--- config.mk ---
export PLATFORM = sky130hd
export DESIGN_NAME = ro_freq_meter
export DESIGN_NICKNAME = d
export VERILOG_FILES = /design/src/rtl/ro_freq_meter.sv
export SDC_FILE = /design/constraint.sdc
export NUM_CORES = 1
export LEC_CHECK = 0
export CAP_MARGIN = 10
export CORE_MARGIN = 2
export CORE_UTILIZATION = 25
export DETAILED_ROUTE_END_ITERATION = 16
export HOLD_SLACK_MARGIN = 0.12
export SYNTH_ARGS = -nofsm -noshare
export SYNTH_HDL_FRONTEND = slang
export SYNTH_SLANG_ARGS = --single-unit
--- constraint.sdc ---
create_clock -name wb_clk_i -period 4.5 [get_ports wb_clk_i]
set_input_delay 0.45 -clock wb_clk_i [delete_from_list [all_inputs] [get_ports wb_clk_i]]
set_output_delay 0.45 -clock wb_clk_i [all_outputs]
set_load 0.02 [all_outputs]
--- src/rtl/ro_freq_meter.sv ---
// Ring-oscillator frequency meter: counts synchronised rising edges of one selected
// oscillator over a programmable window, for a single channel or a sweep of all channels.
module ro_freq_meter #(
  parameter int NUM_RO = 16,
  parameter int SEL_W  = 4,
  parameter int CNT_W  = 24,
  parameter int WIN_W  = 16,
  parameter int SETTLE = 8
) (
  input  logic              wb_clk_i,
  input  logic              wb_rst_ni,
  input  logic [NUM_RO-1:0] ro_in,
  input  logic [SEL_W-1:0]  ro_sel,
  input  logic              sweep,
  input  logic [WIN_W-1:0]  win_len,
  input  logic              start,
  output logic              ro_start,
  output logic              busy,
  output logic              res_valid,
  input  logic              res_ready,
  output logic [CNT_W-1:0]  res_cnt,
  output logic [SEL_W-1:0]  res_ch,
  output logic              res_ovf,
  output logic              done
);

  localparam int STW = $clog2(SETTLE + 1);
  localparam int TW  = (WIN_W > STW) ? WIN_W : STW;
  localparam logic [TW-1:0]    SETTLE_LD = TW'(SETTLE - 1);
  localparam logic [SEL_W-1:0] LAST_CH   = SEL_W'(NUM_RO - 1);
  localparam logic [CNT_W-1:0] CNT_MAX   = '1;

  typedef enum logic [1:0] {S_IDLE, S_SETTLE, S_MEAS, S_HOLD} state_t;

  state_t           state_q, state_d;
  logic [TW-1:0]    tmr_q, tmr_d;
  logic [WIN_W-1:0] win_q, win_d;
  logic             sweep_q, sweep_d;
  logic [SEL_W-1:0] ch_q, ch_d;
  logic [CNT_W-1:0] cnt_q, cnt_d;
  logic             ovf_q, ovf_d;
  logic             done_q, done_d;
  logic             sync1_q, sync2_q, dly_q;
  logic             sel_bit, rise;

  // Out-of-range channel indices match no input and read as 0.
  always_comb begin
    sel_bit = 1'b0;
    for (int i = 0; i < NUM_RO; i++) begin
      if (ch_q == SEL_W'(i)) sel_bit = ro_in[i];
    end
  end

  // ch is stable through SETTLE, so SETTLE >= 3 cycles refills all three flops.
  always_ff @(posedge wb_clk_i or negedge wb_rst_ni) begin
    if (!wb_rst_ni) begin
      sync1_q <= 1'b0;
      sync2_q <= 1'b0;
      dly_q   <= 1'b0;
    end else begin
      sync1_q <= sel_bit;
      sync2_q <= sync1_q;
      dly_q   <= sync2_q;
    end
  end

  assign rise = sync2_q & ~dly_q;

  always_comb begin
    state_d = state_q;
    tmr_d   = tmr_q;
    win_d   = win_q;
    sweep_d = sweep_q;
    ch_d    = ch_q;
    cnt_d   = cnt_q;
    ovf_d   = ovf_q;
    done_d  = 1'b0;
    case (state_q)
      S_IDLE: begin
        // done_q blocks a start presented in the same cycle as the done pulse.
        if (start && !done_q) begin
          state_d = S_SETTLE;
          tmr_d   = SETTLE_LD;
          sweep_d = sweep;
          win_d   = (win_len == '0) ? WIN_W'(1) : win_len;
          ch_d    = sweep ? '0 : ro_sel;
        end
      end
      S_SETTLE: begin
        cnt_d = '0;
        ovf_d = 1'b0;
        if (tmr_q == '0) begin
          state_d = S_MEAS;
          tmr_d   = TW'(win_q) - TW'(1);
        end else begin
          tmr_d = tmr_q - TW'(1);
        end
      end
      S_MEAS: begin
        if (rise) begin
          if (cnt_q == CNT_MAX) ovf_d = 1'b1;
          else                  cnt_d = cnt_q + CNT_W'(1);
        end
        if (tmr_q == '0) state_d = S_HOLD;
        else             tmr_d   = tmr_q - TW'(1);
      end
      S_HOLD: begin
        if (res_ready) begin
          if (sweep_q && (ch_q < LAST_CH)) begin
            ch_d    = ch_q + SEL_W'(1);
            state_d = S_SETTLE;
            tmr_d   = SETTLE_LD;
          end else begin
            state_d = S_IDLE;
            done_d  = 1'b1;
          end
        end
      end
      default: state_d = S_IDLE;
    endcase
  end

  always_ff @(posedge wb_clk_i or negedge wb_rst_ni) begin
    if (!wb_rst_ni) begin
      state_q <= S_IDLE;
      tmr_q   <= '0;
      win_q   <= '0;
      sweep_q <= 1'b0;
      ch_q    <= '0;
      cnt_q   <= '0;
      ovf_q   <= 1'b0;
      done_q  <= 1'b0;
    end else begin
      state_q <= state_d;
      tmr_q   <= tmr_d;
      win_q   <= win_d;
      sweep_q <= sweep_d;
      ch_q    <= ch_d;
      cnt_q   <= cnt_d;
      ovf_q   <= ovf_d;
      done_q  <= done_d;
    end
  end

  assign busy      = (state_q != S_IDLE);
  assign ro_start  = (state_q == S_SETTLE) || (state_q == S_MEAS);
  assign res_valid = (state_q == S_HOLD);
  assign res_cnt   = cnt_q;
  assign res_ch    = ch_q;
  assign res_ovf   = ovf_q;
  assign done      = done_q;

endmodule

==> results of run 1 <==
worst register-to-register path, delay by kind of cell, from the launching register on:
family,cells,cell delay [ps]
AO/OA/AOI/OAI,2,450
adder cells (fa/ha/maj),1,370
flip-flops,1,430
AND/OR/NAND/NOR,3,1440
stage by stage:
step                      power [mW]  setup WS, ps  area [sq um]  utilization [%]
after floorplan                 1.92          2300          4310                -
after global placement          2.32          1790          5270             30.9
after detailed placement        2.36          1740          5270             30.9
after CTS                       3.19          1730          5620             32.9
after global routing            3.40          1330          5620             33.0
final                           3.19          1730          5620             33.0
per-layer routing:
layer / vias to the layer above / wire length (um) / GRT usage (%)
met5: - / 0 / 0
met4: 0 / 187 / 4.75
met3: 16 / 657 / 3.59
met2: 113 / 5390 / 20.8
met1: 1982 / 5530 / 17.7
li1: 1951 / - / -
logic make-up (layout without fill, tap and decap cells):
group                      Yosys count  count (layout)  share of synthesized area [%]
AOI/OAI and AO/OA                  134             134                           19.7
xor gates and xnor gates            14              14                           2.85
adders and majority gates           12              12                           3.48
buffers and inverters               45             120                           4.01
DFF                                 68              68                           39.5
muxes                               24              24                           6.07
and+or+nand+nor                    181             181                           24.4
cell type report:
cell class	instances	area share (%)
Sequential cell	68	30.3
Clock buffer	10	4.07
Tap cell	225	5.01
Clock inverter	6	2.00
Inverter	26	1.74
Multi-Input combinational cell	365	43.4
Timing Repair Buffer	78	13.5
flip-flops by register name (all words and copies together), names as in the netlist, 2 cells and up:
name / count
state_q: 2
tmr_q: 16
res_cnt: 24
win_q: 16
res_ch: 4
layout by cell type (no fill, tap or decap), types with 10 or more instances in the layout:
cell,Yosys,final
a21oi_1,38,38
clkdlybuf4s50_1,0,72
dfrtp_1,68,68
ha_1,12,12
inv_1,26,26
mux2_2,17,17
nand2_1,39,39
nand3_1,18,18
nand4_1,12,12
nor2_1,25,25
nor3_1,10,10
o21ai_0,32,32
or3_1,12,12
or4_1,11,11
xor2_1,10,10
final timing paths:
kind,start,end,cells after the start
worst max-delay path,state_q[0],tmr_q[15],6
worst min-delay path,wb_rst_ni,res_cnt[10],1
worst max register to register,state_q[0],tmr_q[15],6
worst min register to register,sync1_q,sync2_q,0
max in group asynchronous,wb_rst_ni,win_q[9],2
min in group wb_clk_i,sync1_q,sync2_q,0
where the power goes:
group          internal (mW)  switching [mW]  leakage, nW
Sequential             0.770           0.211        0.886
Combinational          0.579           0.813         1.15
Clock                  0.542           0.273        0.167
==> impl_metrics.env, run 1 <==
export IMPL_cts_sinks=68
export IMPL_critPathBufInv=0
export IMPL_io_pins=74
export IMPL_drc=0
export IMPL_syn_avg_cell_area_sq_um=9.01
export IMPL_nets=601
export IMPL_p_leak_nw=2.20
export IMPL_timing_hold_ws_ps=187
export IMPL_dr_pass1_iters=6
export IMPL_synthTopCellsByCount="68 x dfrtp_1, 39 x nand2_1, 38 x a21oi_1"
export IMPL_setup_viol=0
export IMPL_clk_pin_slew_worst_paths_ps=50
export IMPL_status="completed"
export IMPL_start_util_pct=25.3
export IMPL_max_cap_violations=0
export IMPL_synth_most_common_cell="dfrtp_1"
export IMPL_clk_path_buf_depth=2
export IMPL_cts_root_buf="clkbuf_16"
export IMPL_regArea_sq_um=1700
export IMPL_power_per_cell_area_nw_per_um2=567
export IMPL_grt_overflow_total=0
export IMPL_first_global_vias=3868
export IMPL_fp_row_count=48
export IMPL_worst_ep_required_time_ps=4760
export IMPL_critPathCaptureType="flip-flop"
export IMPL_syn_area_sq_um=4310
export IMPL_syn_inst=478
export IMPL_ant_nets=0
export IMPL_avgRoutedWirePerCell_um=15.1
export IMPL_grt_use_total_pct=13.3
export IMPL_antenna_found_initial=0
export IMPL_ys_warn_count=0
export IMPL_yosysTopAreaCell="dfrtp_1"
export IMPL_timing_fmax_mhz=361
export IMPL_ir_drop_mv=0.338
export IMPL_fin_cells=778
export IMPL_cp_arrival_ps=3030
export IMPL_drt_total_wl_um=11800
export IMPL_grt_pass1_wl_um=19500
export IMPL_dp_cells=761
export IMPL_worst_pin_slew_ps=961
export IMPL_finalMaxSlewViolations=0
export IMPL_die_area_sq_um=18300
export IMPL_core_region_area_sq_um=17100
export IMPL_ctsResizeCount=0
export IMPL_worstPathCellList="ha_1 > nor2b_1 > a21oi_1 > nand3_1 > or4b_1 > o211ai_1"
export IMPL_synth_top_area_share_pct=39.5
export IMPL_worst_setup_path_start_kind="flip-flop"
export IMPL_rsz0062_at_grt="false"
export IMPL_htree_num_levels=3
export IMPL_worstHoldPathType="in2async"
export IMPL_post_cts_buffers=0
export IMPL_clk_latency_ps=350
export IMPL_yosysSeqAreaShare_pct=39.5
export IMPL_drive_above_1_share_pct=9.40
export IMPL_grt_max_degree=37
export IMPL_antenna_cells=0
export IMPL_synth_edff_count=0
export IMPL_numCtsBuffers=9
export IMPL_final_setup_tns_ps=0
export IMPL_clock_skew_ps=6.99
export IMPL_path_class="reg2reg"
export IMPL_ys_async_sr_fraction_pct=100
export IMPL_hold_viol=0
export IMPL_port_buffers=73
export IMPL_multi_input_area_sq_um=2440
export IMPL_holdBufCountCts=0
export IMPL_slew_headroom_pct=35.0
export IMPL_dpl_hpwl_um=8670
export IMPL_regToRegSetupSlack_ps=1730
export IMPL_die_h_um=135
export IMPL_viasPerCell=5.22
export IMPL_die_x_um=135
export IMPL_gp_congestion=0.882
export IMPL_critPathMaxStageDelay_ps=660
export IMPL_num_vias=4062
export IMPL_syn_nets=531
export IMPL_cp_slowest_cell="or4b_1"
export IMPL_cts_tree="yes"
export IMPL_ys_flop_type="dfrtp_1"
export IMPL_n_fill_cell=1747
export IMPL_drt_iter0_drc=365
export IMPL_critPathMaxFanout=15
export IMPL_fin_crit_ps=2770
export IMPL_period_share_pct=61.5
export IMPL_synth_area_leaders="dfrtp_1 39%, mux2_2 4.4%, a21oi_1 4.4%"
export IMPL_area_growth_pct=30.4
export IMPL_critPathTopFamily="simple AND/OR/NAND/NOR gates"
export IMPL_synth_distinct_cells=61
export IMPL_ys_seq_elements=68
No activity file was read; power rests on OpenSTA's default activity.
==> run 2, diff against run 1 <==
==> constraint.sdc (replaced) <==
create_clock -name wb_clk_i -period 2.78 [get_ports wb_clk_i]
set_input_delay 0.278 -clock wb_clk_i [delete_from_list [all_inputs] [get_ports wb_clk_i]]
set_output_delay 0.278 -clock wb_clk_i [all_outputs]
set_load 0.02 [all_outputs]
==> run 2 against run 1 <==
Net effect:
- routed wire length is 4.3% higher
- clock power is 63% higher
- die area stayed put
- first-iteration DRC count is 3.0% higher
- combinational power is 70% higher
- sequential share of layout area is 0.59 points lower
- sequential cell count stayed put
- critical path type unchanged
- largest cell class unchanged
==> impl_metrics.env, run 2 (same netlist as run 1, synthesis figures left out) <==
export IMPL_status="completed"
export IMPL_numCtsBuffers=9
export IMPL_nets=614
export IMPL_r2r_start="state_q[0]"
export IMPL_mostFrequentLayoutCell="clkdlybuf4s50_1"
export IMPL_place_area_sq_um=5380
export IMPL_grt_pass1_wl_um=20400
export IMPL_fin_ws_ps=434
export IMPL_r2r_cells=7
export IMPL_clk_pin_slew_worst_paths_ps=60
export IMPL_slew_headroom_pct=47.7
export IMPL_viasPerCell=5.19
export IMPL_critPathBufInv=1
export IMPL_ir_drop_mv=0.406
export IMPL_fp_row_count=48
export IMPL_critPathCaptureType="flip-flop"
export IMPL_grt_use_total_pct=13.8
export IMPL_drt_iter0_drc=376
export IMPL_cp_arrival_ps=2610
export IMPL_drc=0
export IMPL_regToRegSetupSlack_ps=430
export IMPL_worst_ep_required_time_ps=3050
export IMPL_htree_num_levels=3
export IMPL_timing_hold_ws_ps=353
export IMPL_first_global_vias=3894
export IMPL_fin_util_pct=33.6
export IMPL_power_mw=5.27
export IMPL_whs_path_depth=0
export IMPL_critPathMaxStageDelay_ps=460
export IMPL_pre_cts_ws_ps=453
export IMPL_start_util_pct=25.3
export IMPL_holdPathEnd="sync2_q"
export IMPL_power_per_cell_area_nw_per_um2=919
export IMPL_drt_total_wl_um=12300
export IMPL_rsz0062_at_grt="false"
export IMPL_p_leak_nw=2.27
export IMPL_worstPathCellList="inv_1 > ha_1 > nand2b_1 > a21bo_2 > a211o_1 > or4_1 > a21oi_1"
export IMPL_post_cts_buffers=0
export IMPL_final_cell_area_sq_um=5730
export IMPL_die_area_sq_um=18300
export IMPL_port_buffers=73
export IMPL_fin_crit_ps=2350
export IMPL_antenna_cells=0
export IMPL_io_pins=74
export IMPL_largest_reg_flops=24
export IMPL_period_share_pct=84.4
export IMPL_setup_viol=0
export IMPL_drive_above_1_share_pct=11.1
export IMPL_hold_viol=0
export IMPL_die_h_um=135
export IMPL_clock_skew_ps=7.57
export IMPL_avgRoutedWirePerCell_um=15.5
export IMPL_final_setup_tns_ps=0
export IMPL_antenna_found_initial=0
export IMPL_ant_nets=0
export IMPL_worst_pin_slew_ps=778
export IMPL_fin_cells=791
export IMPL_dr_pass1_iters=5
export IMPL_critPathTopFamily="compound AO/OA/AOI/OAI gates"
export IMPL_cts_sinks=68
export IMPL_worstHoldStart="sync1_q"
export IMPL_cts_tree="yes"
export IMPL_cp_slowest_cell="or4_1"
export IMPL_dp_cells=774
export IMPL_worstHoldPathType="reg2reg"
export IMPL_timing_fmax_mhz=426
export IMPL_finalMaxSlewViolations=0
export IMPL_final_cell_mix="72 x clkdlybuf4s50_1, 68 x dfrtp_1, 39 x nand2_1"
export IMPL_regToRegEndpoint="res_cnt[23]"
export IMPL_dpl_hpwl_um=9180
export IMPL_path_class="reg2reg"
export IMPL_num_vias=4102
export IMPL_core_region_area_sq_um=17100
export IMPL_gp_congestion=0.902
export IMPL_max_cap_violations=0
export IMPL_grt_overflow_total=0
export IMPL_critPathMaxFanout=13
export IMPL_clk_latency_ps=340
export IMPL_area_growth_pct=33.0
export IMPL_worst_setup_path_start_kind="flip-flop"
export IMPL_clk_path_buf_depth=2
export IMPL_grt_max_degree=40
export IMPL_cts_root_buf="clkbuf_16"
export IMPL_die_x_um=135
## run 2: changes by cell type in the layout (fill, tap and decap cells not counted)
| cell | delta |
|---|---|
| buf_12 | +1 |
| buf_4 | +12 |
| clkbuf_2 | -1 |
| dlygate4sd3_1 | +1 |
| nor2b_1 | +1 |
| nor2b_2 | -1 |
## run 2: how the worst max path moves through the flow
stage | from | slack (ps) | end | cells after the start
floorplan | state_q[0] | 580 | tmr_q[8] | 7
CTS | state_q[0] | 450 | res_cnt[23] | 7
global route | state_q[0] | 300 | res_cnt[23] | 7
detailed placement | state_q[0] | 450 | res_cnt[23] | 7
global placement | state_q[0] | 560 | res_cnt[23] | 7
finish | state_q[0] | 430 | res_cnt[23] | 7
## run 2: cell type report
class / instances / area (sq um)
multi-input cells: 365 / 2430
well taps: 225 / 282
fillers: 1764 / 11300
clock inverters: 6 / 113
clock buffers: 10 / 229
inverters: 26 / 97.6
repair buffers: 91 / 876
flip-flops and latches: 68 / 1700
## run 2: where the power goes
part	switching [mW]	internal [mW]
Combinational	1.36	1.01
Sequential	0.335	1.25
Clock	0.448	0.878
## run 2: worst reg2reg max path, delay by kind of cell (launching register included)
family | cells | cell delay [ps]
AO/OA/AOI/OAI | 3 | 820
AND/OR/NAND/NOR | 2 | 730
adder cells (fa/ha/maj) | 1 | 230
flip-flops | 1 | 400
buffers and inverters | 1 | 80
## run 2: what timing repair did
action                                 4_1_cts  5_1_grt
endpoints found under the hold margin       29        0
setup endpoints to repair                    0        0
resized for setup                            0        0
hold buffers                                 1        0
## run 2: metal layers
metal | vias to the layer above | share of wire [%] | track usage (%)
met4 | 0 | 1.5 | 4.17
met2 | 117 | 46 | 21.5
met3 | 23 | 6.2 | 3.97
li1 | 1981 | - | -
met1 | 1981 | 46 | 18.7
met5 | - | 0 | 0
==> run 3, diff against run 2 <==
==> constraint.sdc (replaced) <==
create_clock -name wb_clk_i -period 2.22 [get_ports wb_clk_i]
set_input_delay 0.222 -clock wb_clk_i [delete_from_list [all_inputs] [get_ports wb_clk_i]]
set_output_delay 0.222 -clock wb_clk_i [all_outputs]
set_load 0.02 [all_outputs]
==> run 3 against run 2 <==
Net effect:
- sequential share of layout area is 0.56 points lower
- sequential power up 21%
- combinational power grew 35%
- routed wire length is 3.4% lower
- critical path depth stayed put
- design area up 2.0%
- clock-buffer cell count shrank 1
- sequential cell count unchanged
- largest cell class unchanged
- highest routed layer unchanged
==> impl_metrics.env, run 3 (same netlist as run 1, synthesis figures left out) <==
export IMPL_cts_sinks=68
export IMPL_htree_num_levels=3
export IMPL_gp_congestion=0.927
export IMPL_core_region_area_sq_um=17100
export IMPL_clock_skew_ps=6.71
export IMPL_drt_total_wl_um=11800
export IMPL_hold_viol=0
export IMPL_start_util_pct=25.3
export IMPL_die_x_um=135
export IMPL_period_share_pct=93.7
export IMPL_worst_setup_path_start_kind="flip-flop"
export IMPL_slew_headroom_pct=62.6
export IMPL_clk_path_buf_depth=2
export IMPL_final_setup_tns_ps=0
export IMPL_path_class="reg2reg"
export IMPL_timing_fmax_mhz=481
export IMPL_n_fill_cell=1766
export IMPL_regArea_sq_um=1700
export IMPL_worst_ep_required_time_ps=2420
export IMPL_fin_crit_ps=2080
export IMPL_multi_input_area_sq_um=2490
export IMPL_io_pins=74
export IMPL_num_vias=4211
export IMPL_area_growth_pct=35.7
export IMPL_fin_cells=804
export IMPL_ir_drop_mv=0.641
export IMPL_grt_max_degree=56
export IMPL_pre_cts_ws_ps=92.9
export IMPL_mostFrequentLayoutCell="clkdlybuf4s50_1"
export IMPL_dr_pass1_iters=5
export IMPL_ant_nets=0
export IMPL_critPathMaxFanout=9
export IMPL_drive_above_1_share_pct=15.0
export IMPL_cts_tree="yes"
export IMPL_p_leak_nw=2.32
export IMPL_antenna_found_initial=0
export IMPL_grt_pass1_wl_um=19900
export IMPL_nets=628
export IMPL_setup_viol=0
export IMPL_first_global_vias=4058
export IMPL_largest_reg_flops=24
export IMPL_clk_latency_ps=340
export IMPL_avgRoutedWirePerCell_um=14.7
export IMPL_regToRegSetupSlack_ps=140
export IMPL_die_h_um=135
export IMPL_die_area_sq_um=18300
export IMPL_cts_root_buf="clkbuf_16"
export IMPL_power_mw=6.51
export IMPL_power_per_cell_area_nw_per_um2=1110
export IMPL_antenna_cells=0
export IMPL_clk_pin_slew_worst_paths_ps=60
export IMPL_r2r_cells=7
export IMPL_viasPerCell=5.24
export IMPL_drt_iter0_drc=329
export IMPL_finalMaxSlewViolations=0
export IMPL_dp_cells=788
export IMPL_max_cap_violations=0
export IMPL_numCtsBuffers=9
export IMPL_critPathCaptureType="flip-flop"
export IMPL_rsz0062_at_grt="false"
export IMPL_grt_use_total_pct=13.4
export IMPL_worst_pin_slew_ps=558
export IMPL_fin_util_pct=34.3
export IMPL_regToRegEndpoint="tmr_q[5]"
export IMPL_drc=0
export IMPL_status="completed"
export IMPL_fp_row_count=48
export IMPL_r2r_start="state_q[1]"
export IMPL_worstHoldPathType="in2async"
export IMPL_dpl_hpwl_um=8930
export IMPL_cp_arrival_ps=2280
export IMPL_port_buffers=73
export IMPL_final_cell_mix="71 x clkdlybuf4s50_1, 67 x dfrtp_1, 39 x nand2_1"
export IMPL_post_cts_buffers=0
export IMPL_fin_ws_ps=141
export IMPL_grt_overflow_total=0
-- run 3: layer usage --
layer	part of all wire (%)	vias up	track usage, %
met5	0	-	0
met4	0.91	0	3.41
met3	5.4	14	2.77
met2	47	146	21.9
met1	47	2047	18.0
li1	-	2004	-
-- run 3: worst max path at each step --
stage	start	endpoint	slack, ps
3_5_place_dp	start	tmr_q[15]	90
4_1_cts	state_q[1]	busy	70
5_1_grt	win_q[0]	tmr_q[12]	0.3
6_report	state_q[1]	tmr_q[5]	140
2_1_floorplan	state_q[0]	tmr_q[8]	20
3_3_place_gp	start	tmr_q[15]	110
-- run 3: power by group --
part | switching, mW | internal, mW
sequential | 0.351 | 1.56
clock | 0.543 | 0.862
combinational | 1.79 | 1.40
total | 2.69 | 3.82
-- run 3: critical path, stage by stage, from the launching register on --
cell	delay, ps
dfrtp_2	430
ha_1	220
buf_4	190
nor4_1	280
a41o_1	340
o21ba_2	190
o21ai_0	160
o211ai_1	120
-- run 3: repair_timing --
item	4_1_cts	5_1_grt
hold buffers	1	0
endpoints found under the setup margin	0	21
resized for setup	0	13
endpoints found under the hold margin	13	0
-- run 3: per-stage QoR --
step / hold slack [ps] / instance area, sq um
after CTS: 341 / 5790
final: 327 / 5850
after global routing: 350 / 5850
after detailed placement: 155 / 5490
after global placement: 146 / 5490
after floorplan: -73.6 / 4310
-- run 3: final cells by class --
| type | instances | area share (%) |
|---|---|---|
| flip-flops and latches | 68 | 29.1 |
| inverters | 26 | 1.67 |
| multi-input cells | 365 | 42.6 |
| clock buffers | 9 | 3.85 |
| repair buffers | 105 | 16.8 |
| well taps | 225 | 4.81 |
| clock inverters | 6 | 1.13 |
